### src/rtl/updown_pkg.sv
// Shared types and constants for the up/down sweep sequencer and its counter datapath.
package updown_pkg;

  localparam int unsigned WIDTH_DEF = 3;
  localparam int unsigned SW_W_DEF  = 4;

  localparam logic DIR_UP = 1'b1;
  localparam logic DIR_DN = 1'b0;

  typedef enum logic [1:0] {
    IDLE = 2'd0,
    UP   = 2'd1,
    DOWN = 2'd2,
    FIN  = 2'd3
  } state_e;

endpackage

### src/rtl/updown_core.sv
// WIDTH-bit up/down counter: load has priority over counting; en gates the step in direction u.
module updown_core
  import updown_pkg::*;
#(
  parameter int unsigned WIDTH = WIDTH_DEF
) (
  input  logic             clk_i,
  input  logic             reset_i,
  input  logic             load_i,
  input  logic [WIDTH-1:0] d_i,
  input  logic             en_i,
  input  logic             u_i,
  output logic [WIDTH-1:0] q_o
);

  logic [WIDTH-1:0] cnt_q, cnt_d;

  always_comb begin
    cnt_d = cnt_q;
    if (load_i) begin
      cnt_d = d_i;
    end else if (en_i) begin
      cnt_d = (u_i == DIR_UP) ? WIDTH'(cnt_q + WIDTH'(1)) : WIDTH'(cnt_q - WIDTH'(1));
    end
  end

  always_ff @(posedge clk_i or posedge reset_i) begin
    if (reset_i) begin
      cnt_q <= '0;
    end else begin
      cnt_q <= cnt_d;
    end
  end

  assign q_o = cnt_q;

endmodule

### src/rtl/updown_sweep_ctrl.sv
// Sweep sequencer: runs the counter lo->hi->lo for a latched number of round trips,
// with start/busy/done handshake, bound checking and abort.
module updown_sweep_ctrl
  import updown_pkg::*;
#(
  parameter int unsigned WIDTH = WIDTH_DEF,
  parameter int unsigned SW_W  = SW_W_DEF
) (
  input  logic             clk_i,
  input  logic             reset_i,
  input  logic             start_i,
  input  logic             abort_i,
  input  logic [WIDTH-1:0] lo_i,
  input  logic [WIDTH-1:0] hi_i,
  input  logic [SW_W-1:0]  sweeps_i,
  output logic [WIDTH-1:0] out_o,
  output logic             u_o,
  output logic             busy_o,
  output logic             done_o,
  output logic             err_o
);

  state_e           state_q, state_d;
  logic             u_q, u_d;
  logic             busy_q, busy_d;
  logic             done_q, done_d;
  logic             err_q, err_d;
  logic [WIDTH-1:0] lo_q, lo_d;
  logic [WIDTH-1:0] hi_q, hi_d;
  logic [SW_W-1:0]  sw_q, sw_d;
  logic [SW_W-1:0]  sw_dec;
  logic             load_c;
  logic             en_c;
  logic [WIDTH-1:0] count;

  updown_core #(
    .WIDTH (WIDTH)
  ) u_core (
    .clk_i   (clk_i),
    .reset_i (reset_i),
    .load_i  (load_c),
    .d_i     (lo_i),
    .en_i    (en_c),
    .u_i     (u_q),
    .q_o     (count)
  );

  // Decisions look at the counter's next value so the turn happens on the edge it lands on a bound.
  always_comb begin
    state_d = state_q;
    u_d     = u_q;
    busy_d  = busy_q;
    done_d  = 1'b0;
    err_d   = 1'b0;
    lo_d    = lo_q;
    hi_d    = hi_q;
    sw_d    = sw_q;
    load_c  = 1'b0;
    en_c    = 1'b0;
    sw_dec  = SW_W'(sw_q - SW_W'(1));

    unique case (state_q)
      IDLE: begin
        if (start_i && !abort_i) begin
          if (lo_i > hi_i) begin
            err_d = 1'b1;
          end else begin
            load_c = 1'b1;
            lo_d   = lo_i;
            hi_d   = hi_i;
            sw_d   = sweeps_i;
            if ((sweeps_i == '0) || (lo_i == hi_i)) begin
              state_d = FIN;
            end else begin
              state_d = UP;
              u_d     = DIR_UP;
              busy_d  = 1'b1;
            end
          end
        end
      end
      UP: begin
        if (abort_i) begin
          state_d = IDLE;
          u_d     = DIR_DN;
          busy_d  = 1'b0;
        end else begin
          en_c = 1'b1;
          if (WIDTH'(count + WIDTH'(1)) == hi_q) begin
            state_d = DOWN;
            u_d     = DIR_DN;
          end
        end
      end
      DOWN: begin
        if (abort_i) begin
          state_d = IDLE;
          u_d     = DIR_DN;
          busy_d  = 1'b0;
        end else begin
          en_c = 1'b1;
          if (WIDTH'(count - WIDTH'(1)) == lo_q) begin
            sw_d = sw_dec;
            if (sw_dec == '0) begin
              state_d = FIN;
            end else begin
              state_d = UP;
              u_d     = DIR_UP;
            end
          end
        end
      end
      FIN: begin
        state_d = IDLE;
        done_d  = 1'b1;
        busy_d  = 1'b0;
      end
      default: begin
        state_d = IDLE;
      end
    endcase
  end

  always_ff @(posedge clk_i or posedge reset_i) begin
    if (reset_i) begin
      state_q <= IDLE;
      u_q     <= DIR_DN;
      busy_q  <= 1'b0;
      done_q  <= 1'b0;
      err_q   <= 1'b0;
      lo_q    <= '0;
      hi_q    <= '0;
      sw_q    <= '0;
    end else begin
      state_q <= state_d;
      u_q     <= u_d;
      busy_q  <= busy_d;
      done_q  <= done_d;
      err_q   <= err_d;
      lo_q    <= lo_d;
      hi_q    <= hi_d;
      sw_q    <= sw_d;
    end
  end

  assign out_o  = count;
  assign u_o    = u_q;
  assign busy_o = busy_q;
  assign done_o = done_q;
  assign err_o  = err_q;

endmodule

### config.mk
export PLATFORM = sky130hd
export DESIGN_NAME = updown_sweep_ctrl
export DESIGN_NICKNAME = d
export VERILOG_FILES = /design/src/rtl/updown_pkg.sv /design/src/rtl/updown_core.sv /design/src/rtl/updown_sweep_ctrl.sv
export SDC_FILE = /design/constraint.sdc
export NUM_CORES = 1
export LEC_CHECK = 0
export CAP_MARGIN = 20
export CORE_UTILIZATION = 46
export CTS_CLUSTER_DIAMETER = 50
export CTS_CLUSTER_SIZE = 16
export DETAILED_ROUTE_END_ITERATION = 10
export PLACE_DENSITY = 0.79
export SLEW_MARGIN = 20
export SYNTH_ARGS = -nofsm -noshare
export SYNTH_HDL_FRONTEND = slang
export SYNTH_HIERARCHICAL = 1
export SYNTH_SLANG_ARGS = --single-unit
### constraint.sdc
create_clock -name clk_i -period 6 [get_ports clk_i]
set_clock_uncertainty 0.2 [all_clocks]
set_input_delay 0.9 -clock clk_i [delete_from_list [all_inputs] [get_ports clk_i]]
set_output_delay 0.9 -clock clk_i [all_outputs]
set_load 0.01 [all_outputs]
==> impl_metrics.tcl <==
set metrics [dict create \
    synth_edf_count 0 \
    hp-class "reg2reg" \
    gp_congestion 0.810 \
    synthSimpleGateAreaFrac 0.143 \
    finalHoldViolations 0 \
    clkPwrFrac 0.083 \
    dieArea_um2 2990 \
    nets 180 \
    synth_seq_cells 19 \
    grt_pass1_wl_mm 4.40 \
    syn_nets 158 \
    antenna_found_initial 0 \
    io_pins 21 \
    cp-start-kind "input pin" \
    synth_warnings 6 \
    drtAntennaViolNets 0 \
    ys.flop_type "dfrtp_1" \
    power-per-cell-area_nw_per_um2 514 \
    slew_headroom 0.573 \
    stdcell_area_um2 1530 \
    r2r_cells 7 \
    setup_viol 0 \
    cp.depth 9 \
    syn_inst 132 \
    tightest_slew_ps 639 \
    slew_viol_final 0 \
    comb_power_share 0.592 \
    cp-end-kind "register" \
    drv_cap 0 \
    synth.area.top_cells "dfrtp_1, ha_1, inv_1" \
    critPathTopFamily "simple AND/OR/NAND/NOR gates" \
    synth_top_family_by_area "simple AND/OR/NAND/NOR gates" \
    clkSinkCount 19 \
    first_pass_iters 4 \
    reg2reg_from "state_q[0]$_DFFE_PP0P_" \
    arrival_ps 3410 \
    port_buffers 20 \
    synth_compound_area_frac 0.132 \
    grtUsageTotal 0.210 \
    synthAdderAreaFrac 0.124 \
    dp_hpwl_mm 2.00 \
    synth_mux_area_frac 0.0873 \
    seqPwrFrac 0.325 \
    critPathKind "in2reg" \
    async_reset_ff_frac 1.00 \
    cts_root_buf "clkbuf_4" \
    fin_crit_ps 3430 \
    intPower_uw 459 \
    wirelength_mm 2.55 \
    post-route-period-util 0.572 \
    grt_overflow 0 \
    area_growth_pct 19.7 \
    tns_ps 0 \
    rows 18 \
    cts_resized 0 \
    ir_worst_vdd_uv 294 \
    yosysTopAreaCell "dfrtp_1" \
    synth_area_um2 1270 \
    cts_tree "built" \
    fmax_ghz 0.291 \
    wl_met1_mm 1.23 \
    wl_met2_mm 1.19 \
    fp.dieW_um 54.6 \
    cp_max_fo 4 \
    yosysTopAreaCellShare 0.373 \
    ctsHtreeMaxLevel 1 \
    ctsHoldBuffers 0 \
    post_drt_wl_per_cell_um 13.9 \
    grt_pass1_vias 996 \
    cp.required_ps 5980 \
    path_buf_inv 2 \
    dr_total_vias 990 \
    sw_frac_of_total 0.416 \
    top_layer_used "met4" \
    die_y_um 54.6 \
    cts_buffers 3 \
    clkTransAtPathRegs_ps 100 \
    placed_cell_area_um2 1500 \
    yosysSeqAreaShare 0.373 \
    leakage_uw 0.000720 \
    worstHoldPathCells 2 \
    cp_slowest_stage_delay_ps 480 \
    postCtsSetupBuffers 0 \
    timing.critical_path.slowest_stage_cell "or3b_2" \
    synth_xor_area_frac 0.0756 \
    wl_met3_um 80 \
    clkLatencyLatePin_ps 300 \
    drtIter0Drc 20 \
    drive_above_1_share 0.0915 \
    via_per_inst 5.41 \
    drc 0 \
    p_sw_uw 326 \
    crit_chain "clkdlybuf4s50_1, inv_1, ha_1, a21oi_1, a21oi_1, or3b_2, o21ai_0, or3b_1, mux2_4" \
    initial_core_util 0.501 \
    clk_path_buf_depth 2 \
    rsz0062_at_grt "no" \
    coreArea_um2 2540 \
    crit_top_cell "a21oi_1" \
    hp-start "sw_q[3]$_DFFE_PP0P_" \
    num_antenna_cells 0 \
    status "complete, no violations" \
    critPathLaunch "hi_i[2]" \
    ys_types 39 \
    grt_max_degree 17 \
    avgSynthCellArea_um2 9.66 \
]
==> final timing paths <==
| check | end | slack, ps |
|---|---|---|
| max in group asynchronous | sw_q[0]$_DFFE_PP0P_ | 4380 |
| hold / removal | sw_q[3]$_DFFE_PP0P_ | 320 |
| setup reg to reg | u_o$_DFFE_PP0P_ | 3130 |
| setup / recovery | u_o$_DFFE_PP0P_ | 2570 |
| hold reg to reg | sw_q[3]$_DFFE_PP0P_ | 320 |
| min in group asynchronous | u_core/q_o[2]$_DFFE_PP0P_ | 570 |
==> Yosys cell counts, types with 2 or more instances <==
| cell | count |
|---|---|
| or2_2 | 2 |
| nor3_1 | 2 |
| nand2b_1 | 2 |
| nor2_1 | 7 |
| o21ai_0 | 8 |
| mux2_2 | 5 |
| nand3b_1 | 2 |
| dfrtp_1 | 19 |
| clkbuf_1 | 2 |
| xnor2_1 | 8 |
| mux2i_1 | 4 |
| nand2_1 | 7 |
| xor2_1 | 3 |
| nor2b_1 | 3 |
| ha_1 | 11 |
| a21oi_1 | 6 |
| inv_1 | 19 |
==> tightest hold or removal path, cell delays in order (launching register included) <==
cell and delay (ps):
dfrtp_1 370, nand2_1 50, o21ai_0 70
==> cells in the final DEF, fill, tap and decap left out, drive strengths merged, types with 2 or more instances in the layout <==
| cell type | n |
|---|---|
| a221o | 2 |
| a21oi | 6 |
| xnor2 | 8 |
| nand3b | 2 |
| nor2 | 7 |
| ha | 11 |
| dfrtp | 19 |
| inv | 19 |
| o21ai | 8 |
| mux2i | 4 |
| xor2 | 3 |
| clkdlybuf4s50 | 20 |
| or2 | 2 |
| clkbuf | 4 |
| or3b | 2 |
| nand2 | 7 |
| nor2b | 3 |
| nor3 | 2 |
| nand2b | 2 |
| mux2 | 6 |
==> area by class of cell <==
class | count | area, um2
flip-flops and latches | 19 | 475
inverters | 19 | 71.3
clock buffers | 4 | 26.3
repair buffers | 20 | 200
multi-input cells | 91 | 716
fillers | 220 | 1020
well taps | 30 | 37.5
==> flip-flops by register name, indices dropped and copies added (netlist names) <==
signal / cells
busy_o: 1
done_o: 1
err_o: 1
hi_q: 3
lo_q: 3
state_q: 2
sw_q: 4
u_core/q_o: 3
u_o: 1
==> power groups by stage <==
stage | clock network, uW | registers [uW] | logic, uW
after detailed placement | 0 | 258 | 465
after CTS | 68.3 | 255 | 467
after global routing | 72.4 | 264 | 520
final | 65.5 | 255 | 465
after global placement | 0 | 255 | 449
after floorplan | 0 | 251 | 344
==> layer usage <==
layer,vias up,GRT usage
met5,-,0
met4,0,0.0940
met1,467,0.266
met2,25,0.353
met3,4,0.0222
li1,494,-
==> per-stage QoR <==
step                      worst slack [ps]  power (uW)  hold slack, ps   util  std cells
final                                 2570         785             317  0.600        183
after global routing                  2450         857             345  0.600        183
after CTS                             2590         791             323  0.600        183
after detailed placement              2270         724             298  0.589        179
after global placement                2390         703             291  0.589        179
after floorplan                       2930         595             270      -        132
==> kinds of logic (layout without fill, tap and decap cells) <==
kind of cell    count (synthesis)  after routing
simple gates                   33             33
compound gates                 25             25
buf+inv                        22             43
flops                          19             19
fa+ha+maj                      12             12
xor+xnor                       11             11
mux                            10             10
Note: power is estimated with default switching activity, not from simulation.
